`config.mk`:
```
export PLATFORM = sky130hd
export DESIGN_NAME = id_ex_stage
export DESIGN_NICKNAME = d
export VERILOG_FILES = /design/src/rtl/id_ex_stage.sv
export SDC_FILE = /design/constraint.sdc
export NUM_CORES = 1
export LEC_CHECK = 0
export BUFFER_PORTS_ARGS = -buffer_cell sky130_fd_sc_hd__buf_2
export CORE_AREA = 2 2 131 133
export CTS_CLUSTER_DIAMETER = 150
export DETAILED_ROUTE_END_ITERATION = 16
export DIE_AREA = 0 0 133 135
export PLACE_DENSITY_LB_ADDON = 0.2
export SLEW_MARGIN = 5
export SYNTH_ARGS = -nofsm -noshare
export SYNTH_HDL_FRONTEND = slang
export SYNTH_SLANG_ARGS = --single-unit
```
`constraint.sdc`:
```
create_clock -name clk_i -period 2.6 [get_ports clk_i]
set_input_delay 0.39 -clock clk_i [delete_from_list [all_inputs] [get_ports clk_i]]
set_output_delay 0.39 -clock clk_i [all_outputs]
set_load 0.005 [all_outputs]
```
`src/rtl/id_ex_stage.sv`:
```
// ID/EX pipeline register: latches decoded operands/control, registers the ALU control code,
// detects load-use hazards and inserts bubbles on flush/hazard, with a saturating bubble counter.
module id_ex_stage #(
    parameter int DW = 32,
    parameter int RW = 5,
    parameter int CW = 16
) (
    input  logic          clk_i,
    input  logic          rst_i,
    input  logic          stall_i,
    input  logic          flush_i,
    input  logic          id_valid_i,
    input  logic [DW-1:0] id_pc_i,
    input  logic [DW-1:0] id_rs_data_i,
    input  logic [DW-1:0] id_rt_data_i,
    input  logic [DW-1:0] id_imm_i,
    input  logic [RW-1:0] id_rs_i,
    input  logic [RW-1:0] id_rt_i,
    input  logic [RW-1:0] id_rd_i,
    input  logic          id_uses_rt_i,
    input  logic [1:0]    id_aluop_i,
    input  logic [5:0]    id_funct_i,
    input  logic          id_alusrc_i,
    input  logic          id_regdst_i,
    input  logic          id_memread_i,
    input  logic          id_memwrite_i,
    input  logic          id_regwrite_i,
    input  logic          id_memtoreg_i,
    output logic          hazard_o,
    output logic          ex_valid_o,
    output logic [DW-1:0] ex_pc_o,
    output logic [DW-1:0] ex_rs_data_o,
    output logic [DW-1:0] ex_rt_data_o,
    output logic [DW-1:0] ex_imm_o,
    output logic [RW-1:0] ex_rs_o,
    output logic [RW-1:0] ex_rt_o,
    output logic [RW-1:0] ex_rd_o,
    output logic [2:0]    ex_aluctrl_o,
    output logic          ex_alusrc_o,
    output logic          ex_regdst_o,
    output logic          ex_memread_o,
    output logic          ex_memwrite_o,
    output logic          ex_regwrite_o,
    output logic          ex_memtoreg_o,
    output logic [CW-1:0] bubble_cnt_o
);

    typedef enum logic [2:0] {
        ALU_AND = 3'b000,
        ALU_OR  = 3'b001,
        ALU_ADD = 3'b010,
        ALU_NOP = 3'b100,
        ALU_SUB = 3'b110,
        ALU_MUL = 3'b111
    } alu_ctrl_e;

    alu_ctrl_e     w_aluctrl;
    alu_ctrl_e     r_aluctrl;
    logic          w_hazard;
    logic          w_bubble;
    logic          w_load_ctrl;

    logic          r_valid;
    logic [DW-1:0] r_pc;
    logic [DW-1:0] r_rs_data;
    logic [DW-1:0] r_rt_data;
    logic [DW-1:0] r_imm;
    logic [RW-1:0] r_rs;
    logic [RW-1:0] r_rt;
    logic [RW-1:0] r_rd;
    logic          r_alusrc;
    logic          r_regdst;
    logic          r_memread;
    logic          r_memwrite;
    logic          r_regwrite;
    logic          r_memtoreg;
    logic [CW-1:0] r_cnt;

    always_comb begin
        w_aluctrl = ALU_NOP;
        case (id_aluop_i)
            2'b00: w_aluctrl = ALU_ADD;
            2'b01: w_aluctrl = ALU_SUB;
            2'b10: begin
                case (id_funct_i)
                    6'b100000: w_aluctrl = ALU_ADD;
                    6'b100010: w_aluctrl = ALU_SUB;
                    6'b100100: w_aluctrl = ALU_AND;
                    6'b100101: w_aluctrl = ALU_OR;
                    6'b011000: w_aluctrl = ALU_MUL;
                    default:   w_aluctrl = ALU_NOP;
                endcase
            end
            default: w_aluctrl = ALU_NOP;
        endcase
    end

    // Only rt=$0 is exempt; a load into $0 still never blocks a consumer of another register.
    always_comb begin
        w_hazard = !stall_i && r_valid && r_memread && (r_rt != '0) && id_valid_i &&
                   ((r_rt == id_rs_i) || ((r_rt == id_rt_i) && id_uses_rt_i));
    end

    assign w_bubble    = flush_i | w_hazard;
    assign w_load_ctrl = !w_bubble && id_valid_i;

    always_ff @(posedge clk_i or negedge rst_i) begin
        if (!rst_i) begin
            r_valid    <= 1'b0;
            r_pc       <= '0;
            r_rs_data  <= '0;
            r_rt_data  <= '0;
            r_imm      <= '0;
            r_rs       <= '0;
            r_rt       <= '0;
            r_rd       <= '0;
            r_alusrc   <= 1'b0;
            r_regdst   <= 1'b0;
            r_memread  <= 1'b0;
            r_memwrite <= 1'b0;
            r_regwrite <= 1'b0;
            r_memtoreg <= 1'b0;
            r_aluctrl  <= ALU_NOP;
            r_cnt      <= '0;
        end else if (!stall_i) begin
            // Data fields always follow ID; only control is squashed on a bubble.
            r_pc       <= id_pc_i;
            r_rs_data  <= id_rs_data_i;
            r_rt_data  <= id_rt_data_i;
            r_imm      <= id_imm_i;
            r_rs       <= id_rs_i;
            r_rt       <= id_rt_i;
            r_rd       <= id_rd_i;
            r_valid    <= w_load_ctrl;
            r_alusrc   <= w_load_ctrl & id_alusrc_i;
            r_regdst   <= w_load_ctrl & id_regdst_i;
            r_memread  <= w_load_ctrl & id_memread_i;
            r_memwrite <= w_load_ctrl & id_memwrite_i;
            r_regwrite <= w_load_ctrl & id_regwrite_i;
            r_memtoreg <= w_load_ctrl & id_memtoreg_i;
            r_aluctrl  <= w_load_ctrl ? w_aluctrl : ALU_NOP;
            if (w_bubble && (r_cnt != '1)) begin
                r_cnt <= r_cnt + CW'(1);
            end
        end
    end

    assign hazard_o      = w_hazard;
    assign ex_valid_o    = r_valid;
    assign ex_pc_o       = r_pc;
    assign ex_rs_data_o  = r_rs_data;
    assign ex_rt_data_o  = r_rt_data;
    assign ex_imm_o      = r_imm;
    assign ex_rs_o       = r_rs;
    assign ex_rt_o       = r_rt;
    assign ex_rd_o       = r_rd;
    assign ex_aluctrl_o  = r_aluctrl;
    assign ex_alusrc_o   = r_alusrc;
    assign ex_regdst_o   = r_regdst;
    assign ex_memread_o  = r_memread;
    assign ex_memwrite_o = r_memwrite;
    assign ex_regwrite_o = r_regwrite;
    assign ex_memtoreg_o = r_memtoreg;
    assign bubble_cnt_o  = r_cnt;

endmodule

```
Word level (Yosys, flattened, before mapping)
Cells that the tools add are included.
- multiplexer cells: 3
- equality and inequality tests: 10
- bitwise gates (word level): 8
- reduce and logical (&&, ||, !) cells: 14
- add/sub/neg operators: 1
- operator list (operator ; number):
    6-bit == test, second input constant ; 4
    16-bit by 1-bit adder with 16-bit output, second input constant ; 1
    16-bit != test, second input constant ; 1
    3-bit one-hot mux with 5 select lines ; 1
    5-bit == test ; 2
    3-bit one-hot mux with 3 select lines ; 1
    1-bit logical AND ; 8
    1-bit AND ; 6
    6-bit by 5-bit == test with 1-bit output, second input constant ; 1
    5-bit nonzero test ; 1
    3-bit two-way mux ; 1
    2-bit by 1-bit == test with 1-bit output, second input constant ; 1
    2-bit == test, second input constant ; 1
    1-bit logical NOT ; 2
    2-bit logical NOT ; 1
    2-bit AND reduction ; 1
    1-bit logical OR ; 1
    1-bit inverter ; 1
    1-bit OR ; 1
- word-level logic and storage cells: 52
- register bits after elaboration: 169

Longest topological paths before layout
Gate-level depths: netlist of run 1.
- depth after elaboration: 10
- gate-level depth with buffers: 8
- depth with buffers taken out: 7

Worst setup path after synthesis of run 1
OpenSTA, ideal clock, no wires.
- path type: register to register
- start: register r_cnt[0] (netlist: bubble_cnt_o[0])
- end: register r_cnt[8] (netlist: bubble_cnt_o[8])
- clock period less this slack: 2.039 ns
- arrival time: 1.915 ns
- path buffers: 1
- setup time: 0.125 ns
- stages on the path, launching flop included: 9
- required time: 2.475 ns
- setup slack: 0.561 ns
- cell sequence: dfrtp_1 > ha_1 > and3_2 > and3_1 > a211o_1 > o2bb2ai_4 > buf_6 > nand3_1 > xnor2_1
- longest elaborated chain between the ends: 3
- elaborated cells between the ends (all ways): 4
- classes of those cells: 1 x add/sub; 1 x eq/ne; 2 x reduce/logical
- ends and longest elaborated chain (element ; line ; source):
    from (decl) ; 77 ; logic [CW-1:0] r_cnt;
    from (signal assigned) ; 143 ; r_cnt <= r_cnt + CW'(1);
    branches (longest 3 deep; another with 16-bit by 1-bit adder with 16-bit output) ; n/a ;
Several ways; the timed one is not identified.
A chain may end at the register's enable or synchronous reset.

Worst setup path in the final report of run 1
- start: register r_rt[1] (netlist: ex_rt_o[1])
- end: output hazard_o
- longest elaborated chain between the ends: 4
- elaborated cells between the ends (all ways): 8
- classes of those cells: 2 x eq/ne; 6 x reduce/logical
- ends and longest elaborated chain (element ; line ; source):
    from (decl) ; 69 ; logic [RW-1:0] r_rt;
    from (signal assigned) ; 132 ; r_rt <= id_rt_i;
    5-bit == test / 5-bit nonzero test (equally long branches) ; 101, 100 ;
    1-bit logical AND (on tied branches) ; 101, 100 ;
    1-bit logical OR / 1-bit logical AND (equally long branches) ; 101, 100 ;
    1-bit logical AND * ; 100 ; w_hazard = !stall_i && r_valid && r_memread && (r_rt != '0) && id_valid_i &&
    to (decl) ; 29 ; output logic hazard_o,
Every way passes the cells marked *; elsewhere a longest branch is shown, timed or not.

==> run metrics, run 1 <==
Slew HR=59.8%; synthesis-to-layout area growth=38.6%; Cell variety after synth=43; Slew @ Worst Pin=601 ps; ant diodes=0; hold path endpoint=ex_memtoreg_o; share of layout cells above drive strength 1=68.2%; FF-to-FF path depth=6; RSZ-0062 raised after global routing=no; Hold Violations, Final=0; max_cap viols=0; PwrDens=705 nW/µm²; fillers=1403; WP data required=2210 ps; DRT antenna net count=0; hpwl dp=12.6 mm; worst vdd ir=0.438 mV; All-Layer GR Usage=18.7%; Fmax achieved=419 MHz; Bufs on Longest Clock Path=2; CP bufs+invs=1; initial antenna violation count=0; status=finished clean; crit end category=output pin; I/O Pins=333; most common cell after layout, fill and taps aside=buf_2; port bufs=332; clk slew on worst S/H paths=60 ps; Finished Layout Cells=994; Hold Crit Class=in -> reg; GP Congestion=0.775; first-pass GRT wire length=26.0 mm; Pwr Total=6.49 mW; Top FF cell, synth=dfrtp_1; Num Clock Sinks=169; clock latency on the worst-skew pair=410 ps; root buffer cell=clkbuf_16; Critical Path, Cell by Cell=xor2_1, nor4_2, a32oi_2, a211oi_2, and3b_1, buf_2; reg2reg setup slack=300 ps; EDFF count, synth=0; crit path max-delay cell type=dfrtp_1; number of global-route vias before repair=5120; Critical Path Max Stage Delay=430 ps; Arr. time, crit path=2000 ps; reg2reg end=bubble_cnt_o[1]; highest-count cells in the layout ignoring fill and taps=330 x buf_2, 168 x dfrtp_1, 144 x mux2_2; DP Area=8590 µm²; post-route minimum period=2390 ps; drt first pass iters=4; final count of pins violating max slew=0; leak pwr=4.52 nW; Gate Count Post-Synth=420; Vias/cell=4.79; starting density of the core=40.5%; register area share after synthesis=63.7%; worst hold start=id_memtoreg_i; final instance area=9200 µm²; Chip Width=133 µm; clock skew=11.0 ps; total core area=16400 µm²; Via Count=4761; Mapped Area=6640 µm²; DRC Markers=0; aggregate global routing overflow=0; die height=135 µm; YS warnings=0; H-Tree Depth=4; Seq cells post-synth=169; dpl cells=959; per-cell routed wire length=16.9 µm; syn nets=584; Nets=926; Final setup viols=0; worst r2r src=bubble_cnt_o[0]; row cnt=47; hold depth=2; setup TNS=0 ps; Iter 0 DRT Violations=98; largest net degree at the start of global routing=83; drt total wl=16.8 mm; TritonCTS buffer count=17; crit-path max FO=5; crit path kind=reg -> out; FFs w/ async S/R, synth=100%; CTS tree=done; Post-Synthesis Mean Instance Area=15.8 µm²; Crit path max-delay family=simple AND/OR/NAND/NOR gates; Startpoint Class=register; Final Cycle Share=91.8%; die area=18000 µm²
## worst max path at each step
| stage | endpoint | cells after the start | slack, ps | startpoint |
|---|---|---|---|---|
| after floorplan | bubble_cnt_o[8] | 8 | 560 | bubble_cnt_o[0] |
| after global placement | hazard_o | 7 | 360 | id_rt_i[4] |
| after detailed placement | bubble_cnt_o[1] | 6 | 310 | bubble_cnt_o[0] |
| after CTS | hazard_o | 6 | 6 | ex_rt_o[1] |
| after global routing | hazard_o | 6 | 20 | ex_rt_o[1] |
| final | hazard_o | 6 | 210 | ex_rt_o[1] |
## synthesized netlist by cell type (3+ instances only)
library cell / count / area (µm²)
mux2_2: 144 / 1620
dfrtp_1: 168 / 4200
nand3_1: 4 / 20.0
xnor2_1: 15 / 131
clkbuf_1: 15 / 56.3
and3_1: 4 / 25.0
a22o_1: 7 / 61.3
nand4_1: 5 / 31.3
xor2_1: 10 / 87.6
nand3_2: 3 / 30.0
nand2_1: 6 / 22.5
inv_1: 3 / 11.3
## sequential cells by signal, summed over array words and instances (netlist names), 5 cells and up
name,count
ex_pc_o,32
ex_rt_o,5
ex_rs_data_o,32
ex_rs_o,5
ex_rt_data_o,32
ex_imm_o,32
bubble_cnt_o,16
ex_rd_o,5
## cells by family after synthesis
| kind of cell | after synthesis | synth area share [%] |
|---|---|---|
| adder cells (fa/ha/maj) | 1 | 0.188 |
| buffers and inverters | 21 | 1.30 |
| XOR/XNOR | 25 | 3.30 |
| multiplexers | 144 | 24.4 |
| flip-flops | 169 | 63.7 |
| AND/OR/NAND/NOR | 40 | 4.13 |
| AO/OA/AOI/OAI | 20 | 2.94 |
## timing repair
action	in CTS	in global routing
endpoints found under the hold margin	54	0
hold buffers	1	0
setup endpoints to repair	1	1
buffers inserted	2	1
resized for setup	1	0
pin swaps	2	1
## through the flow
| step | hold WS, ps | util, % | setup slack, ps |
|---|---|---|---|
| after detailed placement | 402 | 52.3 | 307 |
| after floorplan | 94.4 | - | 561 |
| after global routing | 178 | 56.1 | 18.3 |
| final | 201 | 56.1 | 213 |
| after CTS | 177 | 56.0 | 6.27 |
| after global placement | 400 | 52.3 | 365 |
## layout make-up
class	count	area (µm²)	area share (%)
multi-input cells	230	2330	25.3
well taps	220	275	2.99
repair buffers	341	1780	19.4
clock inverters	8	85.1	0.925
inverters	3	11.3	0.122
flip-flops and latches	169	4230	46.0
clock buffers	23	488	5.30
## per-layer routing
layer | wire (µm) | up-vias | GRT usage [%]
li1 | - | 2188 | -
met1 | 5960 | 2362 | 19.8
met2 | 9200 | 183 | 34.1
met3 | 1190 | 28 | 5.93
met4 | 427 | 0 | 7.95
met5 | 0 | - | 0
## report_power, final
group | internal [mW] | switching, mW
sequential | 2.91 | 0.171
clock | 1.43 | 1.02
combinational | 0.544 | 0.420
total | 4.88 | 1.61
Power figures use the tool's default switching activity.
==> run 2: changes to the inputs <==
Settings changed: CORE_AREA 2 2 131 133 to 3 3 128 130, DIE_AREA 0 0 133 135 to 0 0 131 133.
==> run 2 against run 1 <==
Effect of this change: clock skew shrank 6.3 ps; sequential power hardly changed; non-clock buffer count fell by 2; sequential share of layout area is 0.11 points higher; critical path type unchanged; highest routed layer unchanged; critical endpoint unchanged; utilization increased by 4.1 points; combinational power decreased by 0.4%; first-iteration DRC count is 68% higher.
==> run metrics, run 2 (synthesized netlist as in run 1, its figures left out) <==
status=finished clean; Critical Path, Cell by Cell=xor2_1, nor4_2, a32oi_2, a211oi_2, and3b_1, buf_2; busiest grt layer=met2; P_sw=1.60 mW; crit-path max FO=5; DRT antenna net count=0; clk slew on worst S/H paths=60 ps; Fmax achieved=417 MHz; Crit path max-delay family=simple AND/OR/NAND/NOR gates; sequential power share=47.7%; setup TNS=0 ps; crit path max-delay cell type=dfrtp_1; fraction of power spent switching nets=24.7%; largest net degree at the start of global routing=95; Arr. time, crit path=2010 ps; die area=17400 µm²; PwrDens=705 nW/µm²; most common cell after layout, fill and taps aside=buf_2; crit end category=output pin; Nets=924; Vias/cell=4.74; clock latency on the worst-skew pair=410 ps; Hold Violations, Final=0; Chip Width=131 µm; Startpoint Class=register; Logic pwr share=14.8%; max_cap viols=0; Final setup viols=0; I/O Pins=333; Bufs on Longest Clock Path=2; Iter 0 DRT Violations=165; TritonCTS buffer count=17; row cnt=45; met3 Use GR=7.39%; met2 Use GR=33.2%; Slew HR=62.5%; starting density of the core=43.5%; share of layout cells above drive strength 1=68.2%; post-route minimum period=2400 ps; GR Util met1=20.4%; Num Clock Sinks=169; port bufs=332; crit path kind=reg -> out; total core area=15300 µm²; leak pwr=4.52 nW; drt total wl=16.6 mm; WP data required=2210 ps; aggregate global routing overflow=0; ant diodes=0; RSZ-0062 raised after global routing=no; initial antenna violation count=0; GP Congestion=0.783; Final Cycle Share=92.2%; die height=133 µm; per-cell routed wire length=16.9 µm; worst vdd ir=0.437 mV; Hold Crit Class=in -> reg; CTS tree=done; DRC Markers=0; drt first pass iters=4; Clock power frac=37.5%; Critical Path Max Stage Delay=440 ps; worst hold slack=194 ps; first-pass GRT wire length=25.9 mm; final count of pins violating max slew=0; number of global-route vias before repair=5081; synthesis-to-layout area growth=38.3%; hpwl dp=12.6 mm; root buffer cell=clkbuf_16; P_int=4.87 mW; H-Tree Depth=4; CP bufs+invs=1; clock skew=4.73 ps; All-Layer GR Usage=19.2%; Via Count=4661; Slew @ Worst Pin=560 ps; highest-count cells in the layout ignoring fill and taps=330 x buf_2, 168 x dfrtp_1, 144 x mux2_2
## run 2: cell types whose count changed in the layout (fill, tap and decap cells not counted)
cell	before	now
clkinv_4	1	3
inv_6	3	1
buf_4	5	3
clkinv_2	1	2
## run 2: layer usage
layer / up-vias / routed length [µm]
met2: 195 / 8740
met3: 34 / 1560
met4: 0 / 438
met5: - / 0
met1: 2261 / 5900
li1: 2171 / -
## run 2: per-stage QoR
| step | std cells | worst slack (ps) | instance area (µm²) | power, mW | util (%) |
|---|---|---|---|---|---|
| floorplan | 420 | 561 | 6640 | 3.51 | - |
| global placement | 949 | 331 | 8570 | 4.07 | 56.2 |
| detailed placement | 949 | 284 | 8570 | 4.12 | 56.2 |
| CTS | 983 | 33.6 | 9170 | 6.58 | 60.1 |
| global route | 984 | 39.0 | 9180 | 6.82 | 60.2 |
| finish | 984 | 203 | 9180 | 6.47 | 60.2 |
## run 2: layout make-up
| type | count | area [µm²] |
|---|---|---|
| Clock buffer | 23 | 488 |
| Inverter | 3 | 11.3 |
| Fill cell | 1230 | 6080 |
| Sequential cell | 169 | 4230 |
| Tap cell | 211 | 264 |
| Timing Repair Buffer | 339 | 1770 |
| Clock inverter | 9 | 90.1 |
| Multi-Input combinational cell | 230 | 2330 |
## run 2: worst reg2reg max path: stages, from the launching register on
cell,delay [ps]
dfrtp_1,430
ha_1,240
and3_2,240
and3_1,180
a211o_1,320
o2bb2ai_4,400
mux2_2,380
## run 2: repair_timing
| action | 4_1_cts | 5_1_grt |
|---|---|---|
| endpoints found under the hold margin | 42 | 0 |
| setup endpoints to repair | 1 | 1 |
| setup buffers | 1 | 1 |
| gates resized for setup | 1 | 0 |
| hold buffers | 1 | 0 |
| pin swaps | 1 | 3 |
## run 2: path summary, 6_finish.rpt
check,end,slack [ps],depth (start not counted),start
max,hazard_o,200,6,ex_rt_o[2]
min,ex_memtoreg_o,190,2,id_memtoreg_i
max reg2reg,bubble_cnt_o[1],290,6,bubble_cnt_o[0]
min reg2reg,ex_aluctrl_o[2],460,2,ex_aluctrl_o[2]
max in group asynchronous,ex_aluctrl_o[2],1620,3,rst_i
min in group asynchronous,ex_pc_o[16],540,3,rst_i
## run 2: power by group through the flow
stage | Combinational, mW | Sequential [mW] | Clock (mW)
after CTS | 0.992 | 3.09 | 2.51
after detailed placement | 0.986 | 3.13 | 0
after floorplan | 0.374 | 3.14 | 0
after global placement | 0.964 | 3.10 | 0
final | 0.960 | 3.09 | 2.42
after global routing | 1.07 | 3.12 | 2.63
==> run 3: changes to the inputs <==
Settings changed: GPL_TIMING_DRIVEN set to 0, SLEW_MARGIN 5 to 10.
==> run 3 against run 2 <==
Effect of this change: first-iteration DRC count fell by 4.8%; register-to-register slack improved by 30 ps; via count rose by 3.2%; largest cell class unchanged; clock-buffer cell count is 2 lower; critical path type unchanged; sequential cell count unchanged; combinational power up 0.8%; wire length rose by 3.7%; final area is 0.60% higher; clock power up 2%; sequential share of layout area decreased by 0.26 points; final cell count grew 1.8%; clock skew grew 2.4 ps.
==> run metrics, run 3 (synthesized netlist as in run 1, its figures left out) <==
post-route minimum period=2390 ps; number of global-route vias before repair=5220; Vias/cell=4.80; die area=17400 µm²; Nets=942; CP bufs+invs=1; reg2reg setup slack=320 ps; FF-to-FF path depth=8; Num Clock Sinks=169; status=finished clean; clock latency on the worst-skew pair=410 ps; RSZ-0062 raised after global routing=no; TritonCTS buffer count=17; crit end category=output pin; DRT antenna net count=0; Final setup viols=0; Chip Width=131 µm; Final Util=60.5%; starting density of the core=43.5%; Crit. path cell count=6; clock skew=7.17 ps; largest net degree at the start of global routing=112; root buffer cell=clkbuf_16; die height=133 µm; I/O Pins=333; Iter 0 DRT Violations=157; Crit path max-delay family=simple AND/OR/NAND/NOR gates; Arr. time, crit path=2000 ps; per-cell routed wire length=17.2 µm; Final Cycle Share=92.0%; aggregate global routing overflow=0; initial antenna violation count=0; leak pwr=4.53 nW; share of layout cells above drive strength 1=66.8%; Post-Place Worst Slack=311 ps; worst vdd ir=0.399 mV; crit path launch=ex_rt_o[1]; Hold Crit Class=in -> reg; most common cell after layout, fill and taps aside=buf_2; H-Tree Depth=4; Critical Path Max Stage Delay=420 ps; final count of pins violating max slew=0; crit-path max FO=4; WP data required=2210 ps; synthesis-to-layout area growth=39.1%; GP Congestion=0.754; Setup WS post-layout=207 ps; PwrDens=706 nW/µm²; ant diodes=0; Fmax achieved=418 MHz; row cnt=45; end of the critical path=hazard_o; CTS tree=done; Slew @ Worst Pin=801 ps; crit path max-delay cell type=dfrtp_1; port bufs=332; total core area=15300 µm²; Slew HR=46.6%; max_cap viols=0; reg2reg end=bubble_cnt_o[11]; drt first pass iters=4; Hold Violations, Final=0; worst r2r src=bubble_cnt_o[0]; Bufs on Longest Clock Path=2; DRC Markers=0; drt total wl=17.3 mm; Startpoint Class=register; clk slew on worst S/H paths=60 ps; All-Layer GR Usage=19.6%; first-pass GRT wire length=26.5 mm; highest-count cells in the layout ignoring fill and taps=331 x buf_2, 167 x dfrtp_1, 144 x mux2_2; Via Count=4811; hpwl dp=13.2 mm; Critical Path, Cell by Cell=xor2_1, nor4_1, a32oi_2, a211oi_2, and3b_1, buf_2; crit path kind=reg -> out
## run 3: metrics by stage
step	instance area (µm²)	TNS (ps)	hold WS (ps)	total power, mW	cells
after CTS	9230	0	171	6.61	1001
final	9230	0	190	6.52	1002
after floorplan	6640	0	94.4	3.51	420
after global routing	9230	0	174	6.83	1002
after global placement	8560	-211970	454	4.05	963
after detailed placement	8600	0	354	4.11	964
## run 3: worst min-delay path by stage
stage | slack [ps] | startpoint | cells past startpoint | end
after global routing | 170 | id_memtoreg_i | 2 | ex_memtoreg_o
final | 190 | id_memtoreg_i | 2 | ex_memtoreg_o
after CTS | 170 | id_memtoreg_i | 2 | ex_memtoreg_o
after detailed placement | 350 | rst_i | 1 | ex_pc_o[10]
after floorplan | 90 | rst_i | 0 | bubble_cnt_o[0]
after global placement | 450 | ex_aluctrl_o[2] | 2 | ex_aluctrl_o[2]
## run 3: per-layer routing
metal | vias up | GRT usage [%] | wire length, µm
li1 | 2215 | - | -
met1 | 2367 | 21.6 | 6450
met2 | 198 | 34.1 | 9030
met3 | 31 | 6.70 | 1380
met4 | 0 | 8.00 | 390
met5 | - | 0 | 0
## run 3: layout make-up
cell class	instances	area, µm²
fillers	1256	6020
flip-flops and latches	169	4230
multi-input cells	230	2320
repair buffers	339	1750
clock buffers	21	460
well taps	211	264
clock inverters	11	123
plain buffers	18	75.1
inverters	3	11.3
## run 3: repair_timing
action | CTS | global route
pin swaps | 5 | 1
endpoints found under the setup margin | 1 | 1
hold buffers | 1 | 0
endpoints found under the hold margin | 58 | 0
gates resized for setup | 1 | 0
setup buffers | 4 | 1
## run 3: power breakdown
part / internal (mW) / total, mW / switching [mW]
combinational: 0.547 / 0.968 / 0.421
sequential: 2.91 / 3.08 / 0.176
clock: 1.46 / 2.47 / 1.01
total: 4.92 / 6.52 / 1.61
